`config.mk`:
```
export PLATFORM = sky130hd
export DESIGN_NAME = mem_access_unit_flat
export DESIGN_NICKNAME = d
export VERILOG_FILES = /design/src/rtl/mem_pkg.sv /design/src/rtl/mem_access_unit_if.sv /design/src/rtl/byte_lane_align.sv /design/src/rtl/mem_access_unit.sv /design/src/flat_wrapper.sv
export SDC_FILE = /design/constraint.sdc
export NUM_CORES = 1
export LEC_CHECK = 0
export ABC_CLOCK_PERIOD_IN_PS = 4100
export CAP_MARGIN = 20
export CORE_MARGIN = 4
export CORE_UTILIZATION = 43
export CTS_BUF_LIST = sky130_fd_sc_hd__clkbuf_8
export DETAILED_ROUTE_END_ITERATION = 8
export GPL_TIMING_DRIVEN = 0
export PLACE_DENSITY = 0.76
export REMOVE_ABC_BUFFERS = 1
export SLEW_MARGIN = 20
export SYNTH_ARGS = -nofsm -noshare
export SYNTH_HDL_FRONTEND = slang
export SYNTH_SLANG_ARGS = --single-unit
```
`constraint.sdc`:
```
create_clock -name CLK -period 4.1 [get_ports CLK]
set_input_delay 0.82 -clock CLK [delete_from_list [all_inputs] [get_ports CLK]]
set_output_delay 0.82 -clock CLK [all_outputs]
set_load 0.005 [all_outputs]
```
`src/rtl/mem_pkg.sv`:
```
// Shared encodings and helpers for the data-memory load/store sequencer.
// Sizes, FSM states and alignment/range checks used by the unit and its lane aligner.
package mem_pkg;

    localparam int unsigned MEM_BYTES_DEFAULT = 32'd64;

    typedef enum logic [1:0] {
        SZ_BYTE = 2'b00,
        SZ_HALF = 2'b01,
        SZ_WORD = 2'b10,
        SZ_RSVD = 2'b11
    } size_e;

    typedef enum logic [1:0] {
        S_IDLE = 2'b00,
        S_RD   = 2'b01,
        S_WR   = 2'b10,
        S_DONE = 2'b11
    } state_e;

    function automatic logic [2:0] size_bytes(input size_e sz);
        logic [2:0] n;
        case (sz)
            SZ_BYTE: n = 3'd1;
            SZ_HALF: n = 3'd2;
            SZ_WORD: n = 3'd4;
            default: n = 3'd0;
        endcase
        return n;
    endfunction

    function automatic logic misaligned(input size_e sz, input logic [1:0] off);
        logic m;
        case (sz)
            SZ_BYTE: m = 1'b0;
            SZ_HALF: m = off[0];
            SZ_WORD: m = (off != 2'b00);
            default: m = 1'b1;
        endcase
        return m;
    endfunction

    // The 33-bit sum keeps addresses near 2^32 from wrapping back into range.
    function automatic logic out_of_range(input logic [31:0] addr, input size_e sz,
                                          input int unsigned mem_bytes);
        logic [32:0] end_s;
        end_s = {1'b0, addr} + {30'd0, size_bytes(sz)};
        return (end_s > 33'(mem_bytes));
    endfunction

endpackage

```
`src/rtl/mem_access_unit_if.sv`:
```
// Request/response and data-memory bus of the load/store sequencer.
// slave: the sequencer's view; master: control unit plus data memory.
interface mem_access_unit_if;

    logic        start;
    logic        is_store;
    logic [1:0]  size;
    logic        sign_ext;
    logic [31:0] addr;
    logic [31:0] wdata;
    logic        busy;
    logic        done;
    logic        err;
    logic [31:0] rdata;
    logic        DataMemRW;
    logic [31:0] DAddr;
    logic [31:0] DataIn;
    logic [31:0] DataOut;

    modport slave (
        input  start, is_store, size, sign_ext, addr, wdata, DataOut,
        output busy, done, err, rdata, DataMemRW, DAddr, DataIn
    );

    modport master (
        output start, is_store, size, sign_ext, addr, wdata, DataOut,
        input  busy, done, err, rdata, DataMemRW, DAddr, DataIn
    );

endinterface

```
`src/rtl/byte_lane_align.sv`:
```
// Big-endian lane extraction/extension for loads and lane merge for sub-word stores.
// Purely combinational so it can sit behind any word-wide memory port.
module byte_lane_align
    import mem_pkg::*;
(
    input  logic [31:0] word_i,
    input  logic [1:0]  offset_i,
    input  size_e       size_i,
    input  logic        sign_ext_i,
    input  logic [31:0] wdata_i,
    output logic [31:0] load_o,
    output logic [31:0] merge_o
);

    logic [7:0]  byte_s;
    logic [15:0] half_s;

    // Select the addressed byte and half; offset 0 is the most significant lane.
    always_comb begin
        byte_s = 8'd0;
        case (offset_i)
            2'd0:    byte_s = word_i[31:24];
            2'd1:    byte_s = word_i[23:16];
            2'd2:    byte_s = word_i[15:8];
            2'd3:    byte_s = word_i[7:0];
            default: byte_s = 8'd0;
        endcase
        if (offset_i[1]) begin
            half_s = word_i[15:0];
        end else begin
            half_s = word_i[31:16];
        end
    end

    // Right-align the selected lane and extend it to 32 bits.
    always_comb begin
        load_o = 32'd0;
        case (size_i)
            SZ_BYTE: begin
                if (sign_ext_i) begin
                    load_o = {{24{byte_s[7]}}, byte_s};
                end else begin
                    load_o = {24'd0, byte_s};
                end
            end
            SZ_HALF: begin
                if (sign_ext_i) begin
                    load_o = {{16{half_s[15]}}, half_s};
                end else begin
                    load_o = {16'd0, half_s};
                end
            end
            SZ_WORD: load_o = word_i;
            default: load_o = 32'd0;
        endcase
    end

    // Replace only the target lane(s) of the captured word with store data.
    always_comb begin
        merge_o = word_i;
        case (size_i)
            SZ_BYTE: begin
                case (offset_i)
                    2'd0:    merge_o[31:24] = wdata_i[7:0];
                    2'd1:    merge_o[23:16] = wdata_i[7:0];
                    2'd2:    merge_o[15:8]  = wdata_i[7:0];
                    2'd3:    merge_o[7:0]   = wdata_i[7:0];
                    default: merge_o = word_i;
                endcase
            end
            SZ_HALF: begin
                if (offset_i[1]) begin
                    merge_o[15:0] = wdata_i[15:0];
                end else begin
                    merge_o[31:16] = wdata_i[15:0];
                end
            end
            SZ_WORD: merge_o = wdata_i;
            default: merge_o = word_i;
        endcase
    end

endmodule

```
`src/rtl/mem_access_unit.sv`:
```
// Multi-cycle load/store sequencer in front of a big-endian, async-read data memory.
// All memory-side outputs come straight from flops so DataMemRW never glitches.
module mem_access_unit
    import mem_pkg::*;
#(
    parameter int unsigned MEM_BYTES = MEM_BYTES_DEFAULT
) (
    input  logic              CLK,
    input  logic              Reset,
    mem_access_unit_if.slave  bus
);

    state_e      state_q, state_d;
    logic        is_store_q, is_store_d;
    size_e       size_q, size_d;
    logic        sign_ext_q, sign_ext_d;
    logic [1:0]  off_q, off_d;
    logic [31:0] wdata_q, wdata_d;
    logic        busy_q, busy_d;
    logic        done_q, done_d;
    logic        err_q, err_d;
    logic [31:0] rdata_q, rdata_d;
    logic        rw_q, rw_d;
    logic [31:0] daddr_q, daddr_d;
    logic [31:0] datain_q, datain_d;

    size_e       req_size_s;
    logic        req_err_s;
    logic [31:0] load_s;
    logic [31:0] merge_s;

    assign req_size_s = size_e'(bus.size);
    assign req_err_s  = misaligned(req_size_s, bus.addr[1:0]) ||
                        out_of_range(bus.addr, req_size_s, MEM_BYTES);

    byte_lane_align u_align (
        .word_i     (bus.DataOut),
        .offset_i   (off_q),
        .size_i     (size_q),
        .sign_ext_i (sign_ext_q),
        .wdata_i    (wdata_q),
        .load_o     (load_s),
        .merge_o    (merge_s)
    );

    // Next-state and next-output computation for the access sequencer.
    always_comb begin
        state_d    = state_q;
        is_store_d = is_store_q;
        size_d     = size_q;
        sign_ext_d = sign_ext_q;
        off_d      = off_q;
        wdata_d    = wdata_q;
        busy_d     = busy_q;
        done_d     = done_q;
        err_d      = err_q;
        rdata_d    = rdata_q;
        rw_d       = rw_q;
        daddr_d    = daddr_q;
        datain_d   = datain_q;

        case (state_q)
            S_IDLE: begin
                if (bus.start) begin
                    is_store_d = bus.is_store;
                    size_d     = req_size_s;
                    sign_ext_d = bus.sign_ext;
                    off_d      = bus.addr[1:0];
                    wdata_d    = bus.wdata;
                    if (req_err_s) begin
                        state_d = S_DONE;
                        done_d  = 1'b1;
                        err_d   = 1'b1;
                    end else if (bus.is_store && (req_size_s == SZ_WORD)) begin
                        state_d  = S_WR;
                        busy_d   = 1'b1;
                        rw_d     = 1'b1;
                        daddr_d  = {bus.addr[31:2], 2'b00};
                        datain_d = bus.wdata;
                    end else begin
                        // Loads and sub-word stores both need the current word first.
                        state_d = S_RD;
                        busy_d  = 1'b1;
                        daddr_d = {bus.addr[31:2], 2'b00};
                    end
                end else begin
                    state_d = S_IDLE;
                end
            end
            S_RD: begin
                if (is_store_q) begin
                    state_d  = S_WR;
                    rw_d     = 1'b1;
                    datain_d = merge_s;
                end else begin
                    state_d = S_DONE;
                    busy_d  = 1'b0;
                    done_d  = 1'b1;
                    rdata_d = load_s;
                end
            end
            S_WR: begin
                state_d = S_DONE;
                rw_d    = 1'b0;
                busy_d  = 1'b0;
                done_d  = 1'b1;
            end
            S_DONE: begin
                state_d = S_IDLE;
                done_d  = 1'b0;
                err_d   = 1'b0;
            end
            default: begin
                state_d = S_IDLE;
                busy_d  = 1'b0;
                done_d  = 1'b0;
                err_d   = 1'b0;
                rw_d    = 1'b0;
            end
        endcase
    end

    // State, request latches and registered outputs; reset clears everything at once.
    always_ff @(posedge CLK or negedge Reset) begin
        if (!Reset) begin
            state_q    <= S_IDLE;
            is_store_q <= 1'b0;
            size_q     <= SZ_BYTE;
            sign_ext_q <= 1'b0;
            off_q      <= 2'd0;
            wdata_q    <= 32'd0;
            busy_q     <= 1'b0;
            done_q     <= 1'b0;
            err_q      <= 1'b0;
            rdata_q    <= 32'd0;
            rw_q       <= 1'b0;
            daddr_q    <= 32'd0;
            datain_q   <= 32'd0;
        end else begin
            state_q    <= state_d;
            is_store_q <= is_store_d;
            size_q     <= size_d;
            sign_ext_q <= sign_ext_d;
            off_q      <= off_d;
            wdata_q    <= wdata_d;
            busy_q     <= busy_d;
            done_q     <= done_d;
            err_q      <= err_d;
            rdata_q    <= rdata_d;
            rw_q       <= rw_d;
            daddr_q    <= daddr_d;
            datain_q   <= datain_d;
        end
    end

    assign bus.busy      = busy_q;
    assign bus.done      = done_q;
    assign bus.err       = err_q;
    assign bus.rdata     = rdata_q;
    assign bus.DataMemRW = rw_q;
    assign bus.DAddr     = daddr_q;
    assign bus.DataIn    = datain_q;

endmodule

```
`src/flat_wrapper.sv`:
```
// flat-port wrapper written by rule: the top's interface ports become plain ports
module mem_access_unit_flat import mem_pkg::*;
#(
    parameter int unsigned MEM_BYTES = MEM_BYTES_DEFAULT
)
  (CLK, Reset, bus_start, bus_is_store, bus_size, bus_sign_ext, bus_addr, bus_wdata, bus_DataOut, bus_busy, bus_done, bus_err, bus_rdata, bus_DataMemRW, bus_DAddr, bus_DataIn);
  mem_access_unit_if bus_i ();
  input  logic CLK;
  input  logic Reset;
  input wire logic [$bits(bus_i.start)-1:0] bus_start;
  input wire logic [$bits(bus_i.is_store)-1:0] bus_is_store;
  input wire logic [$bits(bus_i.size)-1:0] bus_size;
  input wire logic [$bits(bus_i.sign_ext)-1:0] bus_sign_ext;
  input wire logic [$bits(bus_i.addr)-1:0] bus_addr;
  input wire logic [$bits(bus_i.wdata)-1:0] bus_wdata;
  input wire logic [$bits(bus_i.DataOut)-1:0] bus_DataOut;
  output wire logic [$bits(bus_i.busy)-1:0] bus_busy;
  output wire logic [$bits(bus_i.done)-1:0] bus_done;
  output wire logic [$bits(bus_i.err)-1:0] bus_err;
  output wire logic [$bits(bus_i.rdata)-1:0] bus_rdata;
  output wire logic [$bits(bus_i.DataMemRW)-1:0] bus_DataMemRW;
  output wire logic [$bits(bus_i.DAddr)-1:0] bus_DAddr;
  output wire logic [$bits(bus_i.DataIn)-1:0] bus_DataIn;
  assign bus_i.start = bus_start;
  assign bus_i.is_store = bus_is_store;
  assign bus_i.size = bus_size;
  assign bus_i.sign_ext = bus_sign_ext;
  assign bus_i.addr = bus_addr;
  assign bus_i.wdata = bus_wdata;
  assign bus_i.DataOut = bus_DataOut;
  assign bus_busy = bus_i.busy;
  assign bus_done = bus_i.done;
  assign bus_err = bus_i.err;
  assign bus_rdata = bus_i.rdata;
  assign bus_DataMemRW = bus_i.DataMemRW;
  assign bus_DAddr = bus_i.DAddr;
  assign bus_DataIn = bus_i.DataIn;
  mem_access_unit #(.MEM_BYTES(MEM_BYTES)) u_core (.CLK(CLK), .Reset(Reset), .bus(bus_i));
endmodule
```
==> impl_table.tex <==
\begin{tabular}{lr}
\hline
Metric & Value \\
\hline
\multicolumn{2}{l}{\textbf{Final layout}} \\
\quad Layout filler cell count & about 1600 \\
\quad Share of cells above drive strength 1 & between 15 and 20\% \\
\quad Count of nets after finishing & 1097 \\
\quad Area growth from synthesis to layout & 36.4\% \\
\quad Fin util & around three fifths \\
\multicolumn{2}{l}{\textbf{Critical path}} \\
\quad Data arrival time of the critical path & between 4 and 5 ns \\
\quad CP Data Required Time & around 4.4 ns \\
\quad Worst setup EP type & register \\
\quad Classification of the worst setup path & in2reg \\
\quad Largest driver fanout on the critical path & 13 \\
\quad Setup slack, reg-to-reg & $\sim$0.84 ns \\
\quad Startpoint kind of the worst setup timing path & input pin \\
\multicolumn{2}{l}{\textbf{Detailed routing}} \\
\quad DRC marker count from the first detailed-route iteration & approximately 660 \\
\quad DRC Markers & 0 \\
\quad Total vias in the final route & $\sim$7000 \\
\quad Total Routed Length & 25000 um \\
\quad Final antenna-violating net count & 0 \\
\quad Via count normalized by instance count & between 5 and 6 \\
\quad Average routed wire per standard cell & 20.3 um \\
\quad Number of iterations in the first detailed-routing pass & 7 \\
\multicolumn{2}{l}{\textbf{Clock network}} \\
\quad Clock slew seen by the registers of the worst setup and hold paths & $\sim$0.07 ns \\
\quad CTS tree & yes \\
\quad Number of clock buffers inserted by TritonCTS & 17 \\
\quad Clock root cell & clkbuf\_8 \\
\quad Longest Clk Path Bufs & 2 \\
\quad Hold\_buf cts & 0 \\
\quad Number of levels in the clock H-tree & 4 \\
\quad Worst-Skew Late Latency & approximately 0.46 ns \\
\quad Count of clock tree sinks & roughly 140 \\
\multicolumn{2}{l}{\textbf{STA}} \\
\quad Final setup violation count & 0 \\
\quad Relative slew slack & 29.0\% \\
\quad Slew Limit Fails & 0 \\
\quad Final clock skew & 0.0125 ns \\
\quad Upper clock frequency limit & 253 MHz \\
\quad Total Neg Setup Slack & 0 ns \\
\quad RSZ-0062 raised after global routing & no \\
\quad Number of hold-slack violations in the final timing report & 0 \\
\quad Final clock period utilization by the worst path & just under 100\% \\
\quad Actual slew at the worst max-slew pin & between 1 and 1.5 ns \\
\quad Period minus WS final & between 3 and 4 ns \\
\quad Worst hold slack across all endpoints & between 0.2 and 0.3 ns \\
\multicolumn{2}{l}{\textbf{Synth}} \\
\quad Post-synth top cells & dfrtp\_1 (138), nor2\_1 (89), a21oi\_1 (69), mux2\_2 (66), nand2\_1 (51) \\
\quad Post-synthesis cell area & $\sim$0.0081 sq mm \\
\quad Post-synthesis sequential area ratio & a little over two fifths \\
\quad Count of state elements after synthesis & roughly 140 \\
\quad Count leader, synth & dfrtp\_1 \\
\quad Yosys top cell by area & dfrtp\_1 \\
\quad Most common flop cell mapped by yosys & dfrtp\_1 \\
\quad Area share of the leading cell type in the synthesized netlist & $\sim$43\% \\
\quad Fraction of synthesis flops using an asynchronous set or reset pin & 100\% \\
\quad Average footprint of a synthesized cell & around 10 sq um \\
\quad Yosys warning count & 0 \\
\quad Number of enable-type register cells in the synthesized netlist & 0 \\
\quad Unique masters post-synth & 74 \\
\quad Syn Inst Count & 799 \\
\quad Most area-consuming cells after synthesis & dfrtp\_1 (43\%), mux2\_2 (9.1\%), mux2\_4 (5.5\%), a21oi\_1 (4.3\%), nor2\_1 (4.1\%) \\
\multicolumn{2}{l}{\textbf{Placement}} \\
\quad Routability cong. & a little over 0.8 \\
\quad Dpl hpwl & $\sim$17000 um \\
\quad I/O Buffers & 200 \\
\multicolumn{2}{l}{\textbf{Floorplanning}} \\
\quad Area enclosed by the die boundary & between 0.02 and 0.025 sq mm \\
\quad Height of the chip & around 150 um \\
\quad Total core area & about 0.019 sq mm \\
\quad Initial Utilization & between 40\% and 50\% \\
\quad Top-level port count & approximately 200 \\
\quad Horiz. Die Dim & roughly 150 um \\
\quad Placement row count & 50 \\
\multicolumn{2}{l}{\textbf{Global routing}} \\
\quad Residual overflow from global routing & 0 \\
\quad Number of global-route vias before repair & 7118 \\
\quad Wire length of the first global-routing pass & approximately 40000 um \\
\quad GR Util All Layers & a little under a quarter \\
\quad Maximum number of pins on one net before global-route repair & 90 \\
\quad Number of antenna violations at the first check in global routing & 2 \\
\multicolumn{2}{l}{\textbf{Pwr}} \\
\quad PnR Total Power & 7470 uW \\
\quad Leak pwr & $\sim$0.0046 uW \\
\quad Pwr dens & $\sim$670 mW/mm\^{}2 \\
\quad Max VDD drop & between 0.2 and 0.3 mV \\
\multicolumn{2}{l}{\textbf{Job}} \\
\quad Max-cap check violation count & 0 \\
\multicolumn{2}{l}{\textbf{Hold path}} \\
\quad Classification of the worst-slack hold path & in2async \\
\multicolumn{2}{l}{\textbf{Status}} \\
\quad Result of the run & finished clean \\
\hline
\end{tabular}
## sequential cells by signal, summed over array words and instances (netlist names)
register              flops
u_core.bus.DataIn        32
u_core.bus.DAddr         30
u_core.size_q             2
u_core.off_q              2
u_core.bus.busy           1
u_core.wdata_q           32
u_core.bus.rdata         32
u_core.sign_ext_q         1
u_core.bus.done           1
u_core.state_q            2
u_core.is_store_q         1
u_core.bus.err            1
u_core.bus.DataMemRW      1
## where the power goes
group | switching [uW] | internal, uW | total [uW]
clock network | 549 | 771 | 1320
logic | 1700 | 2010 | 3710
registers | 557 | 1880 | 2430
## repair_timing
item | 4_1_cts | 5_1_grt
setup endpoints to repair | 65 | 37
pin swaps | 6 | 4
setup buffers | 8 | 3
gates resized for setup | 14 | 5
endpoints found under the hold margin | 0 | 0
cloned | 1 | 0
## kinds of logic (layout without fill, tap and decap cells)
family                   Yosys count  in the layout  synth area share [%]
buffers and inverters             69            266                  4.08
multiplexers                     109            109                  17.5
AO/OA/AOI/OAI                    197            197                  16.0
flip-flops                       138            138                  42.5
adder cells (fa/ha/maj)           10             10                  1.63
AND/OR/NAND/NOR                  273            273                  18.0
XOR/XNOR                           2              2                 0.216
other                              1              3                0.0462
## cells in the final DEF, fill, tap and decap left out, types with 4 or more instances in the layout
master / n
a31oi_1: 8
o21ai_0: 35
nand4_1: 9
nand3_1: 23
nor2b_1: 35
a221oi_1: 31
mux2_4: 30
a222oi_1: 4
ha_1: 6
nor2_1: 87
inv_1: 13
a21o_1: 4
nor3b_1: 5
dfrtp_1: 135
nand2b_1: 9
a22oi_1: 8
mux2_2: 66
clkbuf_8: 20
buf_4: 11
bufinv_16: 5
a21oi_1: 68
nand2_1: 50
nor3_1: 10
clkdlybuf4s50_1: 196
o211ai_1: 4
mux2i_1: 4
a41oi_1: 4
mux4_2: 8
and3_1: 9
buf_16: 6
## routing by layer
metal  GRT usage [%]  part of all wire [%]  up-vias
met1            30.9                    41     3481
met5               0                 0.080        -
met3            7.44                   9.4       36
li1                -                     -     3324
met4            6.70                   1.7        2
met2            37.7                    48      337
## stage by stage
step                      cell area, sq um  cells  setup slack, ns
after global routing                 11100   1232           0.0310
after detailed placement             10400   1187            -1.09
final                                11100   1232            0.146
after CTS                            11000   1228           0.0181
after global placement               10100   1177            -3.49
after floorplan                       7840    743           -0.486
## critical path: stages
cell and delay, ns:
clkdlybuf4s50_1 0.57, ha_1 0.26, a21o_1 0.23, a21o_4 0.29, a2111oi_2 0.40, o32a_1 0.25
nand4_4 0.10, or4_4 0.51, o21ai_4 0.20, buf_4 0.17, buf_16 0.14, mux2_2 0.33
## path summary, 6_finish.rpt
kind                                      start                     to  cells after the start
max in group asynchronous                 Reset       u_core.size_q[1]                      2
min in group CLK           u_core.bus.rdata[19]   u_core.bus.rdata[19]                      2
hold / removal                            Reset  u_core.bus.DataIn[19]                      1
setup reg to reg               u_core.size_q[1]  u_core.bus.DataIn[13]                      7
hold reg to reg            u_core.bus.rdata[19]   u_core.bus.rdata[19]                      2
setup / recovery                    bus_addr[1]   u_core.bus.DataIn[0]                     12
## cell type report
| cell class | instances | area (sq um) | share of cell area [%] |
|---|---|---|---|
| multi-input combinational | 593 | 4460 | 40.2 |
| timing repair buffer | 222 | 2350 | 21.2 |
| clock buffer | 20 | 275 | 2.48 |
| tap | 234 | 293 | 2.64 |
| antenna | 1 | 2.50 | 0.0226 |
| clock inverter | 12 | 194 | 1.75 |
| inverter | 12 | 45.0 | 0.407 |
| sequential | 138 | 3460 | 31.2 |
(Power assumes the default switching activity.)
